<file path="config.mk">
export PLATFORM = sky130hd
export DESIGN_NAME = sdram_arbiter
export DESIGN_NICKNAME = d
export VERILOG_FILES = /design/src/rtl/sdram_pkg.sv /design/src/rtl/sdram_arbiter.sv
export SDC_FILE = /design/constraint.sdc
export NUM_CORES = 1
export LEC_CHECK = 0
export ABC_AREA = 0
export CAP_MARGIN = 10
export CORE_MARGIN = 2
export CORE_UTILIZATION = 32
export CTS_BUF_LIST = sky130_fd_sc_hd__clkbuf_4 sky130_fd_sc_hd__clkbuf_8
export DETAILED_ROUTE_END_ITERATION = 10
export PLACE_DENSITY = 0.92
export SLEW_MARGIN = 20
export SYNTH_ARGS = -nofsm -noshare
export SYNTH_HDL_FRONTEND = slang
export SYNTH_SLANG_ARGS = --single-unit
</file>
<file path="constraint.sdc">
create_clock -name i_sysclk -period 3.85 [get_ports i_sysclk]
set_input_delay 0.77 -clock i_sysclk [delete_from_list [all_inputs] [get_ports i_sysclk]]
set_output_delay 0.77 -clock i_sysclk [all_outputs]
set_load 0.05 [all_outputs]
</file>
<file path="src/rtl/sdram_pkg.sv">
// Shared encodings for the SDRAM interface: arbiter states, SDRAM command nibbles
// ({cs_n,ras_n,cas_n,we_n}) and the idle bus value driven between grants.
package sdram_pkg;

    localparam logic [2:0] ST_INIT  = 3'd0;
    localparam logic [2:0] ST_ARBIT = 3'd1;
    localparam logic [2:0] ST_AREF  = 3'd2;
    localparam logic [2:0] ST_WRITE = 3'd3;
    localparam logic [2:0] ST_READ  = 3'd4;

    localparam logic [3:0] CMD_NOP                = 4'b0111;
    localparam logic [3:0] CMD_PRECHARGE          = 4'b0010;
    localparam logic [3:0] CMD_AUTO_REFRESH       = 4'b0001;
    localparam logic [3:0] CMD_LOAD_MODE_REGISTER = 4'b0000;
    localparam logic [3:0] CMD_ACTIVE             = 4'b0011;
    localparam logic [3:0] CMD_WRITE              = 4'b0100;
    localparam logic [3:0] CMD_READ               = 4'b0101;
    localparam logic [3:0] CMD_BURST_TERM         = 4'b0110;

    localparam logic [1:0]  NOP_BA   = 2'b11;
    localparam logic [12:0] NOP_ADDR = 13'h1fff;

    typedef struct packed {
        logic [3:0]  cmd;
        logic [1:0]  ba;
        logic [12:0] addr;
    } sdram_bus_t;

    localparam sdram_bus_t NOP_BUS = '{cmd: CMD_NOP, ba: NOP_BA, addr: NOP_ADDR};

endpackage

</file>
<file path="src/rtl/sdram_arbiter.sv">
// SDRAM pin owner: passes init commands through, then grants the bus to refresh,
// write or read (fixed priority, no preemption) with a forced release on a stuck grant.
//
//   state | meaning
//   INIT  | init sequencer drives the pins until i_init_done
//   ARBIT | NOP on the bus, pick aref > wr > rd
//   AREF  | auto-refresh controller owns the bus
//   WRITE | write controller owns the bus and DQ
//   READ  | read controller owns the bus
module sdram_arbiter
    import sdram_pkg::*;
#(
    parameter int DATA_W       = 16,
    parameter int BUSY_TIMEOUT = 1023
) (
    input  logic              i_sysclk,
    input  logic              i_sysrst,
    input  logic [3:0]        i_init_cmd,
    input  logic [1:0]        i_init_ba,
    input  logic [12:0]       i_init_addr,
    input  logic              i_init_done,
    input  logic              i_aref_req,
    input  logic              i_aref_end,
    input  logic [3:0]        i_aref_cmd,
    input  logic [1:0]        i_aref_ba,
    input  logic [12:0]       i_aref_addr,
    input  logic              i_wr_req,
    input  logic              i_wr_end,
    input  logic [3:0]        i_wr_cmd,
    input  logic [1:0]        i_wr_ba,
    input  logic [12:0]       i_wr_addr,
    input  logic              i_wr_sdram_en,
    input  logic [DATA_W-1:0] i_wr_sdram_data,
    input  logic              i_rd_req,
    input  logic              i_rd_end,
    input  logic [3:0]        i_rd_cmd,
    input  logic [1:0]        i_rd_ba,
    input  logic [12:0]       i_rd_addr,
    output logic              o_aref_en,
    output logic              o_wr_en,
    output logic              o_rd_en,
    output logic              o_sdram_cke,
    output logic              o_sdram_cs_n,
    output logic              o_sdram_ras_n,
    output logic              o_sdram_cas_n,
    output logic              o_sdram_we_n,
    output logic [1:0]        o_sdram_ba,
    output logic [12:0]       o_sdram_addr,
    output logic [DATA_W-1:0] o_sdram_dq_out,
    output logic              o_sdram_dq_oe,
    output logic              o_timeout_err
);

    localparam int CNT_W = $clog2(BUSY_TIMEOUT + 1);

    logic [2:0]       state;
    logic [2:0]       state_nxt;
    logic [CNT_W-1:0] busy_cnt;
    logic             grant_active;
    logic             end_pulse;
    logic             limit_hit;
    sdram_bus_t       bus;

    assign grant_active = (state == ST_AREF) || (state == ST_WRITE) || (state == ST_READ);
    // Grant lasts at most BUSY_TIMEOUT cycles: the counter starts at 0 on the first grant cycle.
    assign limit_hit = grant_active && (busy_cnt == CNT_W'(BUSY_TIMEOUT - 1));

    always_comb begin
        end_pulse = 1'b0;
        case (state)
            ST_AREF:  end_pulse = i_aref_end;
            ST_WRITE: end_pulse = i_wr_end;
            ST_READ:  end_pulse = i_rd_end;
            default:  end_pulse = 1'b0;
        endcase
    end

    always_comb begin
        state_nxt = state;
        case (state)
            ST_INIT: if (i_init_done) state_nxt = ST_ARBIT;
            ST_ARBIT: begin
                if (i_aref_req)    state_nxt = ST_AREF;
                else if (i_wr_req) state_nxt = ST_WRITE;
                else if (i_rd_req) state_nxt = ST_READ;
            end
            ST_AREF, ST_WRITE, ST_READ: if (end_pulse || limit_hit) state_nxt = ST_ARBIT;
            default: state_nxt = ST_INIT;
        endcase
    end

    always_ff @(posedge i_sysclk) begin
        if (i_sysrst) begin
            state         <= ST_INIT;
            busy_cnt      <= '0;
            o_timeout_err <= 1'b0;
        end else begin
            state    <= state_nxt;
            busy_cnt <= grant_active ? busy_cnt + CNT_W'(1) : '0;
            if (limit_hit && !end_pulse) o_timeout_err <= 1'b1;
        end
    end

    always_comb begin
        bus = NOP_BUS;
        case (state)
            ST_INIT:  bus = '{cmd: i_init_cmd, ba: i_init_ba, addr: i_init_addr};
            ST_AREF:  bus = '{cmd: i_aref_cmd, ba: i_aref_ba, addr: i_aref_addr};
            ST_WRITE: bus = '{cmd: i_wr_cmd,   ba: i_wr_ba,   addr: i_wr_addr};
            ST_READ:  bus = '{cmd: i_rd_cmd,   ba: i_rd_ba,   addr: i_rd_addr};
            default:  bus = NOP_BUS;
        endcase
    end

    assign {o_sdram_cs_n, o_sdram_ras_n, o_sdram_cas_n, o_sdram_we_n} = bus.cmd;
    assign o_sdram_ba     = bus.ba;
    assign o_sdram_addr   = bus.addr;
    assign o_sdram_cke    = 1'b1;
    assign o_aref_en      = (state == ST_AREF);
    assign o_wr_en        = (state == ST_WRITE);
    assign o_rd_en        = (state == ST_READ);
    assign o_sdram_dq_oe  = (state == ST_WRITE) && i_wr_sdram_en;
    assign o_sdram_dq_out = (state == ST_WRITE) ? i_wr_sdram_data : '0;

endmodule

</file>
---- Word-level counts from Yosys, hierarchy flattened ----
Cells that the tools add are included.
word-level totals
  bits in registers ....................... 14
  logic and storage cells ................. 33
  output and inout port bits .............. 41
  input port bits ......................... 102
operators by class
  multiplexer cells ....................... 9
  bitwise gates (word level) .............. 1
  reduce and logical (&&, ||, !) cells .... 11
  add/subtract/negate cells ............... 1
  equal/unequal tests ..................... 8
operators with widths
  operator                 count
  $pmux W19 S4             1
  $mux W16                 1
  $mux W3                  5
  $add A10 B1 Y10 const B  1
  $eq A10 B10 Y1 const B   1
  $pmux W3 S3              1
  $eq A3 B2 Y1 const B     2
  $ne A2 B2 Y1 const B     2
  $ne A4 B4 Y1 const B     1
  $eq A3 B1 Y1 const B     1
  $eq A3 B3 Y1 const B     1
  $logic_and A1 B1 Y1      3
  $logic_not A3 Y1         1
  $logic_or A1 B1 Y1       3
  $pmux W1 S3              1
  $reduce_and A3 Y1        1
  $reduce_or A3 Y1         1
  $reduce_or A2 Y1         1
  $logic_not A1 Y1         1
  $not A1 Y1               1

---- Depth between registers and ports, before layout ----
Gate-level depths: netlist of the first run.
  depth in word-level cells ............... 7
  depth in mapped cells ................... 7
  gate-level depth less buffers ........... 6

---- Worst setup path before layout of the first run ----
No wires, ideal clock.
  kind .................................... in2out
  from .................................... in i_aref_cmd[3]
  to ...................................... out o_sdram_cs_n
  arrival ................................. 2.043 ns
  required time ........................... 3.080 ns
  path slack .............................. 1.037 ns
  path buffers ............................ 0
  cell stages on the path ................. 4
  cells stage by stage .................... mux2i_1 nor2_1 a31oi_1 o21ai_0
between the ends
  longest elaborated chain between the ends .. 1
ends and longest elaborated chain
  element          line                  RTL
  start, declared  sdram_arbiter.sv:24   input logic [3:0] i_aref_cmd,
  $pmux W19 S4     sdram_arbiter.sv:106  case (state)
  end, declared    sdram_arbiter.sv:43   output logic o_sdram_cs_n,
No other way between the ends.

---- Worst setup path after layout of the first run ----
  from .................................... in i_aref_addr[11]
  to ...................................... out o_sdram_addr[11]
between the ends
  longest elaborated chain between the ends .. 1
ends and longest elaborated chain
  element          line                  RTL
  start, declared  sdram_arbiter.sv:26   input logic [12:0] i_aref_addr,
  $pmux W19 S4     sdram_arbiter.sv:106
  end, declared    sdram_arbiter.sv:48   output logic [12:0] o_sdram_addr,
No other way between the ends.

==> results of run 1 <==
[cell type report]
cell class / instances / area, µm² / share of cell area, %
multi-input combinational: 155 / 1000 / 33.3
sequential: 14 / 280 / 9.32
inverter: 5 / 18.8 / 0.624
timing repair buffer: 145 / 1590 / 52.8
tap: 52 / 65.1 / 2.16
clock buffer: 4 / 55.1 / 1.83
[per-layer routing]
metal | part of all wire, % | up-vias | track usage [%]
li1 | - | 927 | -
met3 | 6.5 | 12 | 4.91
met2 | 52 | 92 | 41.6
met5 | 0 | - | 0
met1 | 40 | 870 | 27.5
met4 | 2.4 | 0 | 5.77
[worst max-delay path by stage]
stage | from | endpoint | cells after the start
floorplan | i_aref_cmd[3] | o_sdram_cs_n | 4
global placement | i_aref_addr[11] | o_sdram_addr[11] | 5
detailed placement | i_aref_addr[11] | o_sdram_addr[11] | 5
CTS | i_aref_addr[11] | o_sdram_addr[11] | 5
global route | state[0]$_SDFFE_PP0P_ | o_sdram_dq_out[4] | 4
finish | i_aref_addr[11] | o_sdram_addr[11] | 5
[registers in the layout (all words and copies together) (netlist names)]
| name | flops |
|---|---|
| busy_cnt | 10 |
| o_timeout_err | 1 |
| state | 3 |
[power by group through the flow]
stage | clock (mW) | combinational, mW | sequential [mW]
floorplan | 0 | 0.228 | 0.152
global placement | 0 | 0.398 | 0.157
detailed placement | 0 | 0.406 | 0.157
CTS | 0.145 | 0.407 | 0.154
global route | 0.151 | 0.428 | 0.154
finish | 0.141 | 0.407 | 0.154
[critical path, delay by kind of cell]
family | cells | cell delay (ns)
compound gates | 2 | 0.34
buf+inv | 2 | 1.29
mux | 1 | 0.07
[logic make-up (layout without fill, tap and decap cells)]
group / after synthesis / in the layout / synth area share [%]
AO/OA/AOI/OAI: 49 / 49 / 24.0
XOR/XNOR: 7 / 7 / 4.37
flip-flops: 14 / 14 / 20.0
buffers and inverters: 21 / 154 / 8.73
adder cells (fa/ha/maj): 2 / 2 / 1.78
other: 1 / 1 / 0.267
multiplexers: 20 / 20 / 14.3
AND/OR/NAND/NOR: 76 / 76 / 26.6
[cells in the final DEF (no fill, tap or decap), drive strengths merged]
cell / instances
a21o: 2
a21oi: 21
a311oi: 1
a31oi: 3
and2: 17
buf: 36
clkbuf: 4
clkdlybuf4s50: 109
conb: 1
dfxtp: 14
ha: 2
inv: 5
mux2: 1
mux2i: 19
nand2: 6
nand2b: 1
nand3: 4
nand4: 1
nor2: 34
nor2b: 1
nor3: 4
nor4: 1
nor4b: 1
o21ai: 3
o22a: 18
o22ai: 1
or2: 1
or3: 4
or3b: 1
xnor2: 4
xor2: 3
[cell usage after synthesis (5+ instances only)]
| library cell | count |
|---|---|
| nor2_1 | 34 |
| buf_2 | 8 |
| a21oi_1 | 20 |
| dfxtp_1 | 14 |
| and2_1 | 17 |
| inv_1 | 5 |
| o22a_1 | 18 |
| mux2i_1 | 19 |
| nand2_1 | 6 |
[metrics by stage]
stage,setup slack [ns],utilization (%),hold WS (ns),cells
after global routing,0.490,70.0,0.512,375
after CTS,0.600,70.0,0.481,375
final,0.605,70.0,0.475,375
after global placement,0.667,68.7,0.460,371
after detailed placement,0.606,68.7,0.468,371
after floorplan,1.04,-,0.441,190
==> out/metrics.cfg, run 1 <==
[power]
pwr-share-comb_pct = 58.1
power_mw = 0.701
switching_share_pct = 38.3
switchingPower_mw = 0.268
vdd_drop_max_uv = 242
clockPowerShare_pct = 20.0
p_per_area_nw_per_um2 = 233
power.leakage_nw = 1.13
seqPwrFrac_pct = 21.9
p_int_mw = 0.433

[clock_network]
cts_buffers = 3
root_buffer = clkbuf_8
hold_buffers = 0
clock_latency_ns = 0.24
clock-sinks = 14
cts_tree = yes
post-cts-setup-buffers = 0
cts_resized = 0
htreeDepth = 1
clkTransAtPathRegs_ns = 0.05
clockBufferDepth = 2

[setup_path]
crit_path_start_kind = input port
worstSetupEndpointType = primary output
r2r-start = state[0]$_SDFFE_PP0P_
required_ns = 3.08
ff2ff_setup_slack_ns = 2.03
crit_chain = clkdlybuf4s50_1, mux2i_1, a21oi_1, o22a_1, clkdlybuf4s50_1
max_stage_delay_ns = 0.83
worstSetupPathType = in2out
cp_data_arrival_time_ns = 2.48
crit_top_cell = clkdlybuf4s50_1
worstReg2RegEnd = state[0]$_SDFFE_PP0P_
reg2regPathDepth = 4
slowest_stage = clkdlybuf4s50_1
crit_path_max_fanout = 1

[synth]
synth_cell_types = 33
synth_edf_count = 0
synthCells = 190
ys_top_cells_by_area = dfxtp_1 (20%), mux2i_1 (14%), o22a_1 (11%)
yosysWarnings = 0
syn-cell-area_um2 = 1400
ys_async_sr_fraction_pct = 0
avgSynthCellArea_um2 = 7.39
synth_top_cell_area_share_pct = 20.0
yosys_register_bits = 14
synth_top_cell_by_area = dfxtp_1
ys.flop_type = dfxtp_1
ys_seq_area_share_pct = 20.0
synth.net_count = 294

[sta]
layout_min_cycle_time_ns = 3.25
setup_viol_count_final = 0
slew_headroom_pct = 39.3
grt_setup_unrepaired = no
final.setup_skew_ns = 0.00401
tns_ns = 0
worst_slew_pin_slew_ns = 0.907
max_freq_ghz = 0.308
fin_crit_sh_pct = 84.3
final_max_slew_viol_count = 0
hold_violations = 0

[place]
placed_area_um2 = 2950
globalplace.congestion = 0.845
dpl.hpwl_um = 4860
port_buffers = 141

[route]
routed_wl_um = 5930
wire_per_inst_um = 15.8
vias = 1901
firstDrtPassIters = 7
drt_first_iter_violations = 103
final_antenna_net_count = 0
viasPerCell = 5.07
drc = 0

[final_layout]
layout.nets = 428
area_growth_pct = 114
fin_area_um2 = 3010
diodes = 0
fillers = 325
layout-drive-gt1-share_pct = 13.6

[die]
die_h_um = 70.2
dieArea_um2 = 4930
initial_utilization_pct = 32.7
io_pins = 143
row_count = 24
die_w_um = 70.2
coreArea_um2 = 4290

[global_routing]
antenna_found_initial = 0
grt_max_degree = 26
grt_usage_pct = 23.1
grt_first_pass_wirelength_um = 9270
grt_pass1_vias = 1846
globalRouteOverflowTotal = 0

[outcome]
status = finished, final reports clean

[run]
cap_violations = 0

[worst_hold_path]
hold_end = busy_cnt[0]$_SDFF_PP0_
min_from = busy_cnt[0]$_SDFF_PP0_
holdCritPathClass = reg2reg
min_path_cells = 1

No activity file was read; power rests on OpenSTA's default activity.
==> run 2, diff against run 1 <==
--- a/config.mk
+++ b/config.mk
@@ -8,10 +8,10 @@
 export ABC_AREA = 0
 export CAP_MARGIN = 10
 export CORE_MARGIN = 2
-export CORE_UTILIZATION = 32
+export CORE_UTILIZATION = 27
 export CTS_BUF_LIST = sky130_fd_sc_hd__clkbuf_4 sky130_fd_sc_hd__clkbuf_8
 export DETAILED_ROUTE_END_ITERATION = 10
-export PLACE_DENSITY = 0.92
+export PLACE_DENSITY = 0.83
 export SLEW_MARGIN = 20
 export SYNTH_ARGS = -nofsm -noshare
 export SYNTH_HDL_FRONTEND = slang
==> constraint.sdc (replaced) <==
create_clock -name i_sysclk -period 2.9 [get_ports i_sysclk]
set_input_delay 0.58 -clock i_sysclk [delete_from_list [all_inputs] [get_ports i_sysclk]]
set_output_delay 0.58 -clock i_sysclk [all_outputs]
set_load 0.05 [all_outputs]
==> run 2 against run 1 <==
  * Clock-buffer cell count did not move
  * First-iteration DRC count fell by 45%
  * Critical path depth did not move
  * Total power rose by 50%
  * Clock power rose by 35%
  * Combinational power rose by 62%
  * Hold slack got worse by 0.0016 ns
  * Die area rose by 17%
  * Final cell count rose by 5.3%
  * Critical endpoint is now o_sdram_addr[12]
==> out/metrics.cfg, run 2 (synthesis results as in run 1) <==
[outcome]
status = finished, final reports clean  ; unchanged

[setup_path]
crit_path_start_kind = flip-flop  ; was input port
worstSetupPathType = reg2out  ; was in2out
crit_path_max_fanout = 15  ; was 1
crit_chain = or2_1, nor2_1, a21oi_1, o22a_1, buf_12  ; was clkdlybuf4s50_1, mux2i_1, a21oi_1, o22a_1, clkdlybuf4s50_1
cp_data_arrival_time_ns = 1.95  ; was 2.48 ns
required_ns = 2.32  ; was 3.08 ns
worstSetupEndpointType = primary output  ; unchanged
max_stage_delay_ns = 0.54  ; was 0.83 ns
slowest_stage = dfxtp_1  ; was clkdlybuf4s50_1

[clock_network]
htreeDepth = 1  ; unchanged
root_buffer = clkbuf_8  ; unchanged
post-cts-setup-buffers = 0  ; unchanged
hold_buffers = 0  ; unchanged
clockBufferDepth = 2  ; unchanged
clock_latency_ns = 0.25  ; was 0.24 ns
clkTransAtPathRegs_ns = 0.06  ; was 0.05 ns
cts_tree = yes  ; unchanged
cts_resized = 0  ; unchanged
cts_buffers = 3  ; unchanged
clock-sinks = 14  ; unchanged

[final_layout]
diodes = 0  ; unchanged
largestRegisters = busy_cnt (10), state (3), o_timeout_err (1)  ; unchanged
layout-drive-gt1-share_pct = 16.3  ; was 13.6%
layout.nets = 430  ; was 428
fin_area_um2 = 3290  ; was 3010 µm²
final_cell_mix = clkdlybuf4s50_1 (102), buf_12 (39), nor2_1 (34)  ; was clkdlybuf4s50_1 (109), nor2_1 (34), a21oi_1 (20)
final_common_cell = clkdlybuf4s50_1  ; unchanged
largest_reg_flops = 10  ; unchanged
final_cells = 395  ; was 375
fillers = 409  ; was 325
largest-register = busy_cnt  ; unchanged
area_growth_pct = 134  ; was 114%

[place]
dpl.cell_count = 391  ; was 371
placed_area_um2 = 3230  ; was 2950 µm²
port_buffers = 141  ; unchanged
dpl.hpwl_um = 5300  ; was 4860 µm
globalplace.congestion = 0.848  ; was 0.845

[global_routing]
grt_first_pass_wirelength_um = 10100  ; was 9270 µm
grt_usage_pct = 21.6  ; was 23.1%
antenna_found_initial = 0  ; unchanged
grt_max_degree = 26  ; unchanged
globalRouteOverflowTotal = 0  ; unchanged
grt_pass1_vias = 1919  ; was 1846

[sta]
worst_slew_pin_slew_ns = 0.583  ; was 0.907 ns
final.setup_skew_ns = 0.00136  ; was 0.00401 ns
final_max_slew_viol_count = 0  ; unchanged
layout_min_cycle_time_ns = 2.53
grt_setup_unrepaired = no  ; unchanged
tns_ns = 0  ; unchanged
slew_headroom_pct = 61.1  ; was 39.3%
fin_crit_sh_pct = 87.2
hold_violations = 0  ; unchanged
max_freq_ghz = 0.395
setup_viol_count_final = 0  ; unchanged

[route]
routed_wl_um = 6370  ; was 5930 µm
drc = 0  ; unchanged
firstDrtPassIters = 4  ; was 7
viasPerCell = 4.78  ; was 5.07
vias = 1890  ; was 1901
final_antenna_net_count = 0  ; unchanged
drt_first_iter_violations = 57  ; was 103
wire_per_inst_um = 16.1  ; was 15.8 µm

[die]
io_pins = 143  ; unchanged
die_w_um = 76.1  ; was 70.2 µm
initial_utilization_pct = 27.7  ; was 32.7%
dieArea_um2 = 5790  ; was 4930 µm²
coreArea_um2 = 5070  ; was 4290 µm²
die_h_um = 76.1  ; was 70.2 µm
row_count = 26  ; was 24

[power]
p_per_area_nw_per_um2 = 319  ; was 233 nW/µm²
power.leakage_nw = 1.25  ; was 1.13 nW
power_mw = 1.05  ; was 0.701 mW
vdd_drop_max_uv = 267  ; was 242 µV

[worst_hold_path]
holdCritPathClass = reg2reg  ; unchanged

[run]
cap_violations = 0  ; unchanged

run 2: cell types whose count changed in the layout (fill, tap and decap cells not counted):
cell / before / now
buf_12: 18 / 39
buf_4: 18 / 6
clkdlybuf4s50_1: 109 / 102
run 2: power by group:
| part | switching [mW] | internal [mW] |
|---|---|---|
| clock network | 0.0694 | 0.120 |
| registers | 0.00547 | 0.196 |
| logic | 0.307 | 0.352 |
run 2: cell type report:
class	instances	area [µm²]	share of cell area [%]
clock buffer	4	55.1	1.67
inverter	5	18.8	0.571
sequential	14	280	8.52
tap	70	87.6	2.66
timing repair buffer	147	1850	56.1
multi-input combinational	155	1000	30.4
run 2: layer usage:
layer,vias up,routed length [µm],GRT usage [%]
met2,78,3340,40.5
met3,12,505,7.11
met4,0,123,5.09
met1,866,2400,23.3
li1,934,-,-
met5,-,0,0
run 2: stage by stage:
stage                     utilization (%)  hold slack, ns  worst slack, ns
after CTS                            64.8           0.476            0.362
after global routing                 64.8           0.516            0.204
after global placement               63.7           0.459            0.584
final                                64.8           0.473            0.371
after floorplan                         -           0.441            0.404
after detailed placement             63.7           0.461            0.508
run 2: worst max-delay path, delay by kind of cell (launching register included):
kind | cells | cell delay [ns]
compound gates | 2 | 0.39
buf+inv | 1 | 0.14
flops | 1 | 0.54
simple gates | 2 | 0.63
run 2: worst paths after layout:
kind,start,endpoint,slack (ns),cells after the start
setup reg to reg,state[1]$_SDFFE_PP0P_,busy_cnt[7]$_SDFF_PP0_,1.35,3
setup / recovery,state[1]$_SDFFE_PP0P_,o_sdram_addr[12],0.37,5
hold reg to reg,busy_cnt[0]$_SDFF_PP0_,busy_cnt[0]$_SDFF_PP0_,0.47,1
hold / removal,busy_cnt[0]$_SDFF_PP0_,busy_cnt[0]$_SDFF_PP0_,0.47,1
==> run 3, diff against run 2 <==
==> constraint.sdc (replaced) <==
create_clock -name i_sysclk -period 2.31 [get_ports i_sysclk]
set_input_delay 0.462 -clock i_sysclk [delete_from_list [all_inputs] [get_ports i_sysclk]]
set_output_delay 0.462 -clock i_sysclk [all_outputs]
set_load 0.05 [all_outputs]
==> run 3 against run 2 <==
  * Critical path depth did not move
  * Via count rose by 0.42%
  * Sequential share of layout area barely moved
  * Largest power group unchanged
  * First-iteration DRC count rose by 5.3%
  * Worst setup slack got worse by 0.22 ns
  * Combinational power rose by 26%
  * Clock-buffer cell count fell by 1
  * Global-route usage fell by 0.12 points
  * Clock power rose by 2%
  * Core utilization fell by 0.12 points
  * Wire length rose by 0.36%
  * Sequential power rose by 26%
==> out/metrics.cfg, run 3 (synthesis results as in run 1) <==
[route]
viasPerCell = 4.82  ; was 4.78
routed_wl_um = 6390  ; was 6370 µm
drc = 0  ; unchanged
final_antenna_net_count = 0  ; unchanged
wire_per_inst_um = 16.2  ; was 16.1 µm
firstDrtPassIters = 4  ; unchanged
vias = 1898  ; was 1890
drt_first_iter_violations = 60  ; was 57

[sta]
fin_crit_sh_pct = 93.5
fin_ws_ns = 0.151  ; was 0.371 ns
layout_min_cycle_time_ns = 2.16
grt_setup_unrepaired = no  ; unchanged
worst_slew_pin_slew_ns = 0.509  ; was 0.583 ns
final.setup_skew_ns = 0.00189  ; was 0.00136 ns
fin_hold_ws_ns = 0.485  ; was 0.473 ns
max_freq_ghz = 0.463
tns_ns = 0  ; unchanged
slew_headroom_pct = 66.0  ; was 61.1%
final_max_slew_viol_count = 0  ; unchanged
setup_viol_count_final = 0  ; unchanged
hold_violations = 0  ; unchanged

[clock_network]
post-cts-setup-buffers = 0  ; unchanged
clock_latency_ns = 0.24  ; was 0.25 ns
root_buffer = clkbuf_8  ; unchanged
cts_buffers = 3  ; unchanged
clkTransAtPathRegs_ns = 0.05  ; was 0.06 ns
clockBufferDepth = 2  ; unchanged
htreeDepth = 1  ; unchanged
cts_tree = yes  ; unchanged
clock-sinks = 14  ; unchanged

[global_routing]
grt_usage_pct = 21.4  ; was 21.6%
globalRouteOverflowTotal = 0  ; unchanged
grt_first_pass_wirelength_um = 10100  ; about the same
antenna_found_initial = 0  ; unchanged
grt_max_degree = 22  ; was 26
grt_pass1_vias = 1915  ; was 1919

[setup_path]
worstReg2RegEnd = state[2]$_SDFFE_PP0P_  ; was busy_cnt[7]$_SDFF_PP0_
worstSetupPathType = reg2out  ; unchanged
cp-endpoint = o_sdram_cs_n  ; was o_sdram_addr[12]
crit_path_start_kind = flip-flop  ; unchanged
max_stage_delay_ns = 0.55  ; was 0.54 ns
cp-startpoint = state[2]$_SDFFE_PP0P_  ; was state[1]$_SDFFE_PP0P_
crit_path_max_fanout = 21  ; was 15
reg2regPathDepth = 4  ; was 3
ff2ff_setup_slack_ns = 0.77  ; was 1.35 ns
required_ns = 1.85  ; was 2.32 ns
r2r-start = state[2]$_SDFFE_PP0P_  ; was state[1]$_SDFFE_PP0P_
slowest_stage = or3b_4  ; was dfxtp_1
crit_chain = or3b_4, inv_1, nand2_1, o21ai_2, buf_12  ; was or2_1, nor2_1, a21oi_1, o22a_1, buf_12
worstSetupEndpointType = primary output  ; unchanged
cp_data_arrival_time_ns = 1.70  ; was 1.95 ns

[die]
io_pins = 143  ; unchanged
initial_utilization_pct = 27.7  ; unchanged
dieArea_um2 = 5790  ; unchanged
coreArea_um2 = 5070  ; unchanged
row_count = 26  ; unchanged
die_w_um = 76.1  ; unchanged
die_h_um = 76.1  ; unchanged

[power]
switchingPower_mw = 0.472  ; was 0.382 mW
p_per_area_nw_per_um2 = 389  ; was 319 nW/µm²
clockPowerShare_pct = 15.1  ; was 18.1%
switching_share_pct = 37.0  ; was 36.3%
seqPwrFrac_pct = 19.8  ; was 19.2%
pwr-share-comb_pct = 65.1  ; was 62.7%
vdd_drop_max_uv = 351  ; was 267 µV
power.leakage_nw = 1.24  ; was 1.25 nW
p_int_mw = 0.806  ; was 0.668 mW

[final_layout]
layout-drive-gt1-share_pct = 16.7  ; was 16.3%
largest_reg_flops = 10  ; unchanged
final_common_cell = clkdlybuf4s50_1  ; unchanged
diodes = 0  ; unchanged
largestRegisters = busy_cnt (10), state (3), o_timeout_err (1)  ; unchanged
largest-register = busy_cnt  ; unchanged
layout.nets = 430  ; unchanged
final_cell_mix = clkdlybuf4s50_1 (102), buf_12 (39), nor2_1 (34)  ; unchanged
fillers = 402  ; was 409
final_core_util_pct = 64.7  ; was 64.8%
final_cells = 394  ; was 395
area_growth_pct = 134  ; about the same

[place]
dp_slack_ns = 0.289  ; was 0.508 ns
port_buffers = 141  ; unchanged
dpl.cell_count = 391  ; unchanged
dpl.hpwl_um = 5200  ; was 5300 µm
globalplace.congestion = 0.770  ; was 0.848

[worst_hold_path]
holdCritPathClass = reg2reg  ; unchanged

[outcome]
status = finished, final reports clean  ; unchanged

[run]
cap_violations = 0  ; unchanged

## run 3: final cells by class
cell class | instances | area [µm²] | share of cell area (%)
clock buffers | 3 | 41.3 | 1.26
inverters | 5 | 18.8 | 0.572
multi-input cells | 155 | 1000 | 30.6
flip-flops and latches | 14 | 280 | 8.54
well taps | 70 | 87.6 | 2.67
repair buffers | 147 | 1850 | 56.4
## run 3: timing repair
item / 4_1_cts / 5_1_grt
gates resized for setup: 0 / 2
hold buffers: 0 / 0
endpoints found under the setup margin: 0 / 14
## run 3: how the worst min path moves through the flow
stage	depth (start not counted)	endpoint	start	slack, ns
final	1	busy_cnt[0]$_SDFF_PP0_	busy_cnt[0]$_SDFF_PP0_	0.48
after global routing	1	busy_cnt[0]$_SDFF_PP0_	busy_cnt[0]$_SDFF_PP0_	0.52
after CTS	1	busy_cnt[0]$_SDFF_PP0_	busy_cnt[0]$_SDFF_PP0_	0.49
after detailed placement	1	busy_cnt[0]$_SDFF_PP0_	busy_cnt[0]$_SDFF_PP0_	0.48
after global placement	1	busy_cnt[0]$_SDFF_PP0_	busy_cnt[0]$_SDFF_PP0_	0.46
after floorplan	1	busy_cnt[0]$_SDFF_PP0_	busy_cnt[0]$_SDFF_PP0_	0.44
## run 3: critical path, delay by kind of cell, from the launching register on
| family | cells | cell delay, ns |
|---|---|---|
| compound gates | 1 | 0.08 |
| buf+inv | 2 | 0.32 |
| simple gates | 2 | 0.63 |
| flops | 1 | 0.43 |
## run 3: power groups by stage
stage	Sequential, mW	Combinational, mW	Clock, mW
after CTS	0.253	0.833	0.197
after detailed placement	0.258	0.829	0
after floorplan	0.253	0.382	0
final	0.253	0.832	0.194
after global routing	0.254	0.865	0.214
after global placement	0.258	0.820	0
## run 3: routing by layer
metal	global-route usage [%]	share of wire, %	vias to the layer above
met3	7.58	7.7	14
met4	5.64	2.4	0
met1	23.5	38	864
li1	-	-	935
met2	39.2	52	85
met5	0	0	-
## run 3: per-stage QoR
stage               power (mW)  area (µm²)
floorplan                0.635        1410
global placement          1.08        3240
detailed placement        1.09        3240
CTS                       1.28        3280
global route              1.33        3280
finish                    1.28        3280
